File: src/rtl/jk_pkg.sv
`default_nettype none
// +----------------------------------------------------------------------------+
// | Module   : jk_pkg                                                          |
// | Brief    : Shared op/state types, defaults and op-to-J/K mapping.          |
// | Revision : 1.0                                                             |
// +----------------------------------------------------------------------------+
package jk_pkg;

    localparam int c_DEF_FIFO_DEPTH = 4;
    localparam int c_DEF_LEN_W      = 8;

    typedef enum logic [1:0] {
        OP_HOLD   = 2'b00,
        OP_SET    = 2'b01,
        OP_CLEAR  = 2'b10,
        OP_TOGGLE = 2'b11
    } op_e;

    typedef enum logic [0:0] {
        ST_IDLE  = 1'b0,
        ST_DRIVE = 1'b1
    } state_e;

    // Returns {j, k}.
    function automatic logic [1:0] op_to_jk(input op_e op);
        logic [1:0] jk;
        jk = 2'b00;
        case (op)
            OP_HOLD:   jk = 2'b00;
            OP_SET:    jk = 2'b10;
            OP_CLEAR:  jk = 2'b01;
            OP_TOGGLE: jk = 2'b11;
            default:   jk = 2'b00;
        endcase
        return jk;
    endfunction

endpackage
`default_nettype wire

File: src/rtl/jk_stim_driver_if.sv
`default_nettype none
// +----------------------------------------------------------------------------+
// | Module   : jk_stim_driver_if                                               |
// | Brief    : Command valid/ready handshake into the J/K stimulus driver.     |
// | Revision : 1.0                                                             |
// +----------------------------------------------------------------------------+
interface jk_stim_driver_if #(
    parameter int LEN_W = jk_pkg::c_DEF_LEN_W
) ();
    logic             cmd_valid;
    logic             cmd_ready;
    logic [1:0]       cmd_op;
    logic [LEN_W-1:0] cmd_len;

    modport master (output cmd_valid, output cmd_op, output cmd_len, input  cmd_ready);
    modport slave  (input  cmd_valid, input  cmd_op, input  cmd_len, output cmd_ready);
endinterface
`default_nettype wire

File: src/rtl/jk_cmd_fifo.sv
`default_nettype none
// +----------------------------------------------------------------------------+
// | Module   : jk_cmd_fifo                                                     |
// | Brief    : Synchronous command FIFO with push/pop and occupancy level.     |
// | Revision : 1.0                                                             |
// +----------------------------------------------------------------------------+
module jk_cmd_fifo #(
    parameter int DEPTH = 4,
    parameter int WIDTH = 10
) (
    input  wire logic                     clk,
    input  wire logic                     reset_n,
    input  wire logic                     push,
    input  wire logic [WIDTH-1:0]         push_data,
    input  wire logic                     pop,
    output logic      [WIDTH-1:0]         pop_data,
    output logic                          full,
    output logic                          empty,
    output logic      [$clog2(DEPTH):0]   level
);
    localparam int               c_AW   = $clog2(DEPTH);
    localparam logic [c_AW:0]    c_FULL = (c_AW+1)'(DEPTH);
    localparam logic [c_AW:0]    c_ONE  = (c_AW+1)'(1);
    localparam logic [c_AW-1:0]  c_PINC = c_AW'(1);

    logic [WIDTH-1:0] r_mem [DEPTH];
    logic [c_AW-1:0]  r_wr_ptr;
    logic [c_AW-1:0]  r_rd_ptr;
    logic [c_AW:0]    r_level;
    logic             w_push;
    logic             w_pop;

    // Full is judged on the registered level, so a same-cycle pop never frees a slot.
    assign full     = (r_level == c_FULL);
    assign empty    = (r_level == '0);
    assign level    = r_level;
    assign pop_data = r_mem[r_rd_ptr];
    assign w_push   = push && !full;
    assign w_pop    = pop && !empty;

    always_ff @(posedge clk) begin
        if (w_push) begin
            r_mem[r_wr_ptr] <= push_data;
        end
    end

    always_ff @(posedge clk) begin
        if (!reset_n) begin
            r_wr_ptr <= '0;
            r_rd_ptr <= '0;
            r_level  <= '0;
        end else begin
            if (w_push) begin
                r_wr_ptr <= r_wr_ptr + c_PINC;
            end
            if (w_pop) begin
                r_rd_ptr <= r_rd_ptr + c_PINC;
            end
            case ({w_push, w_pop})
                2'b10:   r_level <= r_level + c_ONE;
                2'b01:   r_level <= r_level - c_ONE;
                default: r_level <= r_level;
            endcase
        end
    end
endmodule
`default_nettype wire

File: src/rtl/jk_stim_driver.sv
`default_nettype none
// +----------------------------------------------------------------------------+
// | Module   : jk_stim_driver                                                  |
// | Brief    : Queued J/K stimulus sequencer with a JK reference checker.      |
// | Revision : 1.0                                                             |
// +----------------------------------------------------------------------------+
module jk_stim_driver
    import jk_pkg::*;
#(
    parameter int FIFO_DEPTH = c_DEF_FIFO_DEPTH,
    parameter int LEN_W      = c_DEF_LEN_W
) (
    input  wire logic                          clk,
    input  wire logic                          reset_n,
    jk_stim_driver_if.slave                    cmd,
    output logic                               j,
    output logic                               k,
    input  wire logic                          fsm_out,
    input  wire logic                          chk_en,
    output logic                               exp_out,
    output logic                               err,
    input  wire logic                          err_clr,
    output logic                               busy,
    output logic [$clog2(FIFO_DEPTH):0]        fifo_level
);
    localparam int               c_DW  = 2 + LEN_W;
    localparam logic [LEN_W-1:0] c_ONE = LEN_W'(1);

    logic             w_push;
    logic             w_pop;
    logic             w_full;
    logic             w_empty;
    logic [c_DW-1:0]  w_head;
    op_e              w_head_op;
    logic [LEN_W-1:0] w_head_len;

    state_e           r_state, w_state_nxt;
    logic [LEN_W-1:0] r_cnt, w_cnt_nxt;
    logic             r_j, r_k, w_j_nxt, w_k_nxt;
    logic             r_exp, r_err;

    assign cmd.cmd_ready = !w_full;
    assign w_push        = cmd.cmd_valid && !w_full;
    assign w_head_op     = op_e'(w_head[c_DW-1 -: 2]);
    assign w_head_len    = w_head[LEN_W-1:0];

    jk_cmd_fifo #(
        .DEPTH (FIFO_DEPTH),
        .WIDTH (c_DW)
    ) u_fifo (
        .clk       (clk),
        .reset_n   (reset_n),
        .push      (w_push),
        .push_data ({cmd.cmd_op, cmd.cmd_len}),
        .pop       (w_pop),
        .pop_data  (w_head),
        .full      (w_full),
        .empty     (w_empty),
        .level     (fifo_level)
    );

    // r_cnt holds remaining cycles minus one; a zero length wraps to 2^LEN_W cycles.
    always_comb begin
        w_state_nxt = r_state;
        w_cnt_nxt   = r_cnt;
        w_j_nxt     = r_j;
        w_k_nxt     = r_k;
        w_pop       = 1'b0;
        case (r_state)
            ST_IDLE: begin
                if (!w_empty) begin
                    w_pop                = 1'b1;
                    {w_j_nxt, w_k_nxt}   = op_to_jk(w_head_op);
                    w_cnt_nxt            = w_head_len - c_ONE;
                    w_state_nxt          = ST_DRIVE;
                end
            end
            ST_DRIVE: begin
                if (r_cnt != '0) begin
                    w_cnt_nxt = r_cnt - c_ONE;
                end else if (!w_empty) begin
                    w_pop                = 1'b1;
                    {w_j_nxt, w_k_nxt}   = op_to_jk(w_head_op);
                    w_cnt_nxt            = w_head_len - c_ONE;
                end else begin
                    w_j_nxt     = 1'b0;
                    w_k_nxt     = 1'b0;
                    w_state_nxt = ST_IDLE;
                end
            end
            default: begin
                w_j_nxt     = 1'b0;
                w_k_nxt     = 1'b0;
                w_state_nxt = ST_IDLE;
            end
        endcase
    end

    always_ff @(posedge clk) begin
        if (!reset_n) begin
            r_state <= ST_IDLE;
            r_cnt   <= '0;
            r_j     <= 1'b0;
            r_k     <= 1'b0;
        end else begin
            r_state <= w_state_nxt;
            r_cnt   <= w_cnt_nxt;
            r_j     <= w_j_nxt;
            r_k     <= w_k_nxt;
        end
    end

    // Reference JK flop fed by our own registered drive; mismatch set beats clear.
    always_ff @(posedge clk) begin
        if (!reset_n) begin
            r_exp <= 1'b0;
            r_err <= 1'b0;
        end else begin
            case ({r_j, r_k})
                2'b10:   r_exp <= 1'b1;
                2'b01:   r_exp <= 1'b0;
                2'b11:   r_exp <= ~r_exp;
                default: r_exp <= r_exp;
            endcase
            if (chk_en && (fsm_out != r_exp)) begin
                r_err <= 1'b1;
            end else if (err_clr) begin
                r_err <= 1'b0;
            end
        end
    end

    assign j       = r_j;
    assign k       = r_k;
    assign exp_out = r_exp;
    assign err     = r_err;
    assign busy    = (r_state == ST_DRIVE);
endmodule
`default_nettype wire

File: src/flat_wrapper.sv
// flat-port wrapper written by rule: the top's interface ports become plain ports
module jk_stim_driver_flat import jk_pkg::*;
#(
    parameter int FIFO_DEPTH = c_DEF_FIFO_DEPTH,
    parameter int LEN_W      = c_DEF_LEN_W
)
  (clk, reset_n, j, k, fsm_out, chk_en, exp_out, err, err_clr, busy, fifo_level, cmd_cmd_valid, cmd_cmd_op, cmd_cmd_len, cmd_cmd_ready);
  jk_stim_driver_if #(.LEN_W(LEN_W)) cmd_i ();
  input  wire logic clk;
  input  wire logic reset_n;
  output logic j;
  output logic k;
  input  wire logic fsm_out;
  input  wire logic chk_en;
  output logic exp_out;
  output logic err;
  input  wire logic err_clr;
  output logic busy;
  output logic [$clog2(FIFO_DEPTH):0] fifo_level;
  input wire logic [$bits(cmd_i.cmd_valid)-1:0] cmd_cmd_valid;
  input wire logic [$bits(cmd_i.cmd_op)-1:0] cmd_cmd_op;
  input wire logic [$bits(cmd_i.cmd_len)-1:0] cmd_cmd_len;
  output wire logic [$bits(cmd_i.cmd_ready)-1:0] cmd_cmd_ready;
  assign cmd_i.cmd_valid = cmd_cmd_valid;
  assign cmd_i.cmd_op = cmd_cmd_op;
  assign cmd_i.cmd_len = cmd_cmd_len;
  assign cmd_cmd_ready = cmd_i.cmd_ready;
  jk_stim_driver #(.FIFO_DEPTH(FIFO_DEPTH), .LEN_W(LEN_W)) u_core (.clk(clk), .reset_n(reset_n), .cmd(cmd_i), .j(j), .k(k), .fsm_out(fsm_out), .chk_en(chk_en), .exp_out(exp_out), .err(err), .err_clr(err_clr), .busy(busy), .fifo_level(fifo_level));
endmodule
File: config.mk
export PLATFORM = sky130hd
export DESIGN_NAME = jk_stim_driver_flat
export DESIGN_NICKNAME = d
export VERILOG_FILES = /design/src/rtl/jk_pkg.sv /design/src/rtl/jk_stim_driver_if.sv /design/src/rtl/jk_cmd_fifo.sv /design/src/rtl/jk_stim_driver.sv /design/src/flat_wrapper.sv
export SDC_FILE = /design/constraint.sdc
export NUM_CORES = 1
export LEC_CHECK = 0
export ABC_AREA = 1
export CAP_MARGIN = 20
export CORE_AREA = 2 2 82 84
export DETAILED_ROUTE_END_ITERATION = 8
export DIE_AREA = 0 0 84 86
export DONT_BUFFER_PORTS = 1
export PLACE_DENSITY = 0.62
export RECOVER_POWER = 25
export SLEW_MARGIN = 20
export SYNTH_ARGS = -nofsm -noshare
export SYNTH_HDL_FRONTEND = slang
export SYNTH_SLANG_ARGS = --single-unit
File: constraint.sdc
create_clock -name clk -period 2.4 [get_ports clk]
set_input_delay 0.48 -clock clk [delete_from_list [all_inputs] [get_ports clk]]
set_output_delay 0.48 -clock clk [all_outputs]
set_load 0.1 [all_outputs]
Word-level counts from Yosys, hierarchy flattened
Memory sizes are Yosys's and may differ from the RTL's. A register that Yosys moved wholly into a read port is not among the register bits.
Cells that the tools add are included.
{ "word_totals": {"register_bits": 20, "latch_bits": 0, "ramBits": 40, "rom_bits": 0, "input_bits": 16, "out_inout_bits": 9, "word_cells": 68, "mem_count": 1} }
{ "mem_list": {"columns": ["memory", "words", "word_bits", "rd", "rd_clocked_by_memory_dff", "write_ports", "line_no", "rtl"], "rows": [
  ["u_core.u_fifo.r_mem", 4, 10, 1, 1, 1, "jk_cmd_fifo.sv:26", "logic [WIDTH-1:0] r_mem [DEPTH];"]
]} }
{ "classes": {"n_addsub": 6, "mul": 0, "div": 0, "n_lt_le_gt_ge": 0, "eq_ne": 12, "n_shift": 0, "n_mux": 25, "bitwise": 2, "n_reduce_logical": 13} }
{ "op_table": {"columns": ["op", "count"], "rows": [
  ["two-way mux 8 bit", 2],
  ["case mux 8 bit (2 select lines)", 1],
  ["subtractor 8 x 1 -> 8 bit (second input constant)", 2],
  ["two-way mux 1 bit", 13],
  ["== test 2 bit (second input constant)", 5],
  ["case mux 1 bit (2 select lines)", 4],
  ["case mux 2 bit (4 select lines)", 1],
  ["nonzero test 8 bit", 1],
  ["== test 2 x 1 -> 1 bit (second input constant)", 3],
  ["case mux 3 bit (2 select lines)", 1],
  ["adder 2 x 1 -> 2 bit (second input constant)", 2],
  ["logical AND 1 bit", 4],
  ["two-way mux 2 bit", 2],
  ["!= test 2 bit (second input constant)", 2],
  ["nonzero test 2 bit", 2],
  ["adder 3 x 1 -> 3 bit (second input constant)", 1],
  ["== test 3 bit (second input constant)", 1],
  ["zero test 3 bit", 1],
  ["case mux 1 bit (3 select lines)", 1],
  ["nonzero test 3 bit", 1],
  ["subtractor 3 x 1 -> 3 bit (second input constant)", 1],
  ["zero test 1 bit", 2],
  ["zero test 2 bit", 1],
  ["inverter 1 bit", 2],
  ["2 further kinds", 2]
]} }

Logic depth before layout (Yosys ltp)
Gate-level depths: netlist of the first run.
{ "depth": {"depth_word": 7, "depth_mapped": 13, "depth_no_buf": 13} }

Hierarchy
A second synthesis of the first run with hierarchy kept.
{ "unflattened": {"cells_unflattened": 312, "hier_area_um2": 2901.5} }
{ "modules_own_cells": {"columns": ["module", "instances", "cells_each", "area_each_um2"], "rows": [
  ["jk_cmd_fifo", 1, 167, 1983.2],
  ["jk_stim_driver", 1, 145, 918.4]
]} }

Least setup slack after synthesis of the first run
Ideal clock, no wire load.
{ "synth_timing": {"kind": "register -> register", "start": "register u_core.u_fifo.r_level[2] (netlist: u_core.u_fifo.level[2])", "end": "register u_core.u_fifo.r_level[2] (netlist: u_core.u_fifo.level[2])", "setup_ns": 0.122, "arrival_time_ns": 3.522, "slack_ns": -1.244, "path_stages_with_launch": 10, "n_path_buf": 0, "period_less_slack_ns": 3.644, "path_cell_list": "dfxtp_1 -> nand3_1 -> nand2_1 -> ha_1 -> inv_1 -> fa_1 -> a21oi_1 -> o21ai_0 -> o21ai_0 -> a21oi_1"} }
{ "synth_between": {"elab_cells_between_ends": 16} }
{ "synth_lines": {"columns": ["element", "line_no", "rtl"], "rows": [
  ["start, declared", "jk_cmd_fifo.sv:29", "logic [c_AW:0] r_level;"],
  ["start signal, assigned", "jk_cmd_fifo.sv:60", "2'b10: r_level <= r_level + c_ONE;"],
  ["start signal, assigned", "jk_cmd_fifo.sv:61", "2'b01: r_level <= r_level - c_ONE;"],
  ["start signal, assigned", "jk_cmd_fifo.sv:62", "default: r_level <= r_level;"],
  ["== test 3 bit *", "jk_cmd_fifo.sv:34", "assign full = (r_level == c_FULL);"],
  ["zero test 1 bit *", null, null],
  ["net cmd_cmd_ready", "flat_wrapper.sv:23", "output wire logic [$bits(cmd_i.cmd_ready)-1:0] cmd_cmd_ready;"],
  ["logical AND 1 bit", "jk_stim_driver.sv:43", "assign w_push = cmd.cmd_valid && !w_full;"],
  ["logical AND 1 bit *", "jk_cmd_fifo.sv:38", "assign w_push = push && !full;"],
  ["== test 2 x 1 -> 1 bit / == test 2 bit (equally long branches)", "jk_cmd_fifo.sv:59", "case ({w_push, w_pop})"],
  ["case mux 3 bit (2 select lines) / nonzero test 2 bit (equally long branches)", null, null]
]} }
The timed path passes the listed nets; every way through them passes the cells marked *.
A chain may end at the register's enable or synchronous reset.

Worst setup path after layout of the first run
{ "layout_timing": {"start": "register u_core.r_cnt[0]", "end": "register u_core.u_fifo.r_level[2] (netlist: u_core.u_fifo.level[2])"} }
{ "layout_between": {"elab_chain_len": 6, "elab_cells_between_ends": 8} }
{ "layout_rtl": {"columns": ["element", "line_no", "rtl"], "rows": [
  ["start, declared", "jk_stim_driver.sv:38", "logic [LEN_W-1:0] r_cnt, w_cnt_nxt;"],
  ["start signal, assigned", "jk_stim_driver.sv:107", "r_cnt <= w_cnt_nxt;"],
  ["nonzero test 8 bit *", "jk_stim_driver.sv:79", "if (r_cnt != '0) begin"],
  ["two-way mux 1 bit *", "jk_stim_driver.sv:79", null],
  ["case mux 1 bit (2 select lines) *", "jk_stim_driver.sv:69", "case (r_state)"],
  ["logical AND 1 bit *", "jk_cmd_fifo.sv:39", "assign w_pop = pop && !empty;"],
  ["net u_core.u_fifo.w_pop", "jk_cmd_fifo.sv:31", "logic w_pop;"],
  ["== test 2 x 1 -> 1 bit / == test 2 bit (equally long branches)", "jk_cmd_fifo.sv:59", null],
  ["case mux 3 bit (2 select lines) / nonzero test 2 bit (equally long branches)", null, null]
]} }
Marks and branches as above.

==> results of run 1 <==
-- cell families (layout without fill, tap and decap cells) --
kind of cell | count (synthesis) | after routing
and+or+nand+nor | 133 | 133
DFF | 62 | 62
AOI/OAI and AO/OA | 47 | 47
buffers and inverters | 35 | 60
adders and majority gates | 9 | 9
xor gates and xnor gates | 5 | 5
-- report_power, final --
| part | internal (W) | switching [W] | total (W) | leakage (nW) |
|---|---|---|---|---|
| clock | 0.000572 | 0.000369 | 0.000941 | 0.0974 |
| combinational | 0.000559 | 0.00134 | 0.00190 | 0.631 |
| sequential | 0.00135 | 0.000130 | 0.00148 | 0.550 |
-- repair_timing --
action / 4_1_cts / 5_1_grt
hold buffers: 0 / 0
gates resized for setup: 0 / 1
endpoints found under the setup margin: 0 / 1
-- metal layers --
| layer | global-route usage (%) | routed length (µm) | vias up |
|---|---|---|---|
| li1 | - | - | 1017 |
| met1 | 18.1 | 2370 | 898 |
| met2 | 25.8 | 2440 | 40 |
| met3 | 4.14 | 243 | 13 |
| met4 | 8.65 | 134 | 0 |
| met5 | 0 | 0 | - |
-- sequential cells by signal, summed over array words and instances (netlist names), 2 cells and up, named ones only --
register and cells:
u_core.u_fifo.level 3, u_core.r_cnt 8, u_core.u_fifo.r_wr_ptr 2, u_core.u_fifo.r_rd_ptr 2
u_core.u_fifo.r_mem 40
-- final cells by class --
| class | count | area [µm²] |
|---|---|---|
| Inverter | 29 | 114 |
| Tap cell | 77 | 96.3 |
| Sequential cell | 62 | 1650 |
| Fill cell | 606 | 3080 |
| Clock buffer | 10 | 128 |
| Clock inverter | 5 | 75.1 |
| Timing Repair Buffer | 16 | 120 |
| Multi-Input combinational cell | 194 | 1020 |
-- through the flow --
step	hold WS [ps]	setup slack (ps)	setup TNS [ps]	area, µm²	util [%]
after floorplan	482	-98.7	-98.7	2820	-
after global placement	438	186	0	2990	47.7
after detailed placement	448	144	0	2990	47.7
after CTS	229	157	0	3190	50.9
after global routing	220	27.9	0	3190	50.9
final	244	221	0	3190	50.9
-- worst paths after layout --
| path | depth (start not counted) | from | endpoint |
|---|---|---|---|
| setup / recovery | 13 | u_core.r_cnt[0]$_SDFF_PN0_ | u_core.u_fifo.level[2]$_SDFFE_PN0P_ |
| hold / removal | 0 | cmd_cmd_len[1] | u_core.u_fifo.r_mem[3][1]$_DFFE_PP_ |
| setup reg to reg | 13 | u_core.r_cnt[0]$_SDFF_PN0_ | u_core.u_fifo.level[2]$_SDFFE_PN0P_ |
| hold reg to reg | 1 | u_core.u_fifo.level[0]$_SDFFE_PN0P_ | u_core.u_fifo.level[0]$_SDFFE_PN0P_ |
-- cells in the final DEF (no fill, tap or decap), drive strengths merged, types with 2 or more instances in the layout --
cell type,netlist,routed
clkbuf,1,10
nor2,34,34
clkinv,1,3
o22ai,2,2
bufinv,0,2
dfxtp,22,22
inv,28,28
o21bai,2,2
o21ai,21,21
a21oi,18,18
ha,8,8
nand3,28,28
nand2,68,68
edfxtp,40,40
buf,5,16
xor2,4,4
a211oi,3,3
==> impl_metrics.ini, run 1 <==
[timing]
period_share_pct = 90.8
slew_headroom_pct = 73.9
hold_violations = 0
rsz0062_at_grt = false
fmax_mhz = 459
drv_slew = 0
period_minus_slack_ps = 2180
setup_viol = 0
skew_ps = 10.5
tightest_slew_ps = 389

[routing]
drc = 0
vias = 1968
wl_um = 5190
vias_per_cell = 5.01
drtPass1Iterations = 4
ant_nets = 0
first_iter_violations = 54
wl_per_cell_um = 13.2

[grt]
grt_pass1_wl_um = 8510
track_usage_pct = 15.4
antenna_found_initial = 0
grt_max_degree = 21
gr-total-overflow = 0
grt_pass1_vias = 1872

[floorplan]
dieHeight_um = 86
rows = 29
initial_utilization_pct = 44.6
die_x_um = 84
core_area_um2 = 6280
die_area_um2 = 7220
io_pins = 25

[worst_setup_path]
end_kind = flip-flop
r2r_slack_ps = 220
critPathKind = reg2reg
cp-start-kind = flip-flop
critical_path.slowest_cell = fa_1
slowest_delay_ps = 370
crit_arrival_ps = 2400
path_max_fanout = 10
cp_top_family = adder cells
cp.required_ps = 2620
crit_chain = inv_2 -> ha_1 -> nand2_1 -> o21ai_4 -> nand2_4 -> clkinv_4 -> ha_1 -> inv_1 -> fa_1 -> a21oi_1 -> o21ai_0 -> o21ai_0 -> a21oi_1
crit_buf_inv = 3

[yosys]
synth_xor_xnor_area_share_pct = 1.56
netlist_top_cells_area = edfxtp_1 43%, dfxtp_1 16%, nand2_1 8.4%
synth_cells = 291
async_reset_ff_share_pct = 0
synthMuxAreaShare_pct = 0
synth-main-ff-cell = edfxtp_1
synth_most_common_cell = nand2_1
synthTopCellsByCount = 63 x nand2_1, 40 x edfxtp_1, 29 x nor2_1
ys_seq_elements = 62
synth_area_leader_cell = edfxtp_1
synthSimpleGateAreaFrac_pct = 20.5
synth_nets = 316
synth-adder-area-share_pct = 4.29
synthDominantCellAreaShare_pct = 42.9
synth_top_family_by_area = simple AND/OR/NAND/NOR gates
avgSynthCellArea_um2 = 9.63
synth_area_um2 = 2800
synth.distinct_cells = 31
synth_compound_area_share_pct = 9.42
seq_area_frac_synth_pct = 58.6
synth_edf_count = 40
ys_warn_count = 0

[placement]
globalplace.congestion = 0.733
dp_cells = 378
portBuffers = 0
hpwlAfterDp_um = 3640

[cts]
cts.sinks = 62
cts_buffer_depth = 2
cts_made_buffers = 9
clkTransAtPathRegs_ps = 70
post_cts_buffers = 0
cts_root_buf = clkbuf_8
insertion_delay_ps = 330
cts_tree = built
htree_levels = 3

[power_and_ir_drop]
total_power_w = 0.00432
max-vdd-ir-drop_mv = 0.710
p_per_area_nw_per_um2 = 1350
leakage_nw = 1.28

[layout]
instances_no_fill = 393
drive_gt1_share_pct = 15.2
antenna_cells = 0
syn_to_final_growth_pct = 14.0
layout.nets = 337

[outcome]
status = complete, no violations

[worst_hold_path]
hold_class = in2reg

[job]
maxCapViolations = 0
Power figures use the tool's default switching activity.
==> run 2: changes to the inputs <==
--- a/config.mk
+++ b/config.mk
@@ -11,6 +11,7 @@
 export DETAILED_ROUTE_END_ITERATION = 8
 export DIE_AREA = 0 0 84 86
 export DONT_BUFFER_PORTS = 1
+export GPL_ROUTABILITY_DRIVEN = 0
 export PLACE_DENSITY = 0.62
 export RECOVER_POWER = 25
 export SLEW_MARGIN = 20
==> results of run 2 <==
No change in the layout: final DEF, timing and power equal those of run 1.
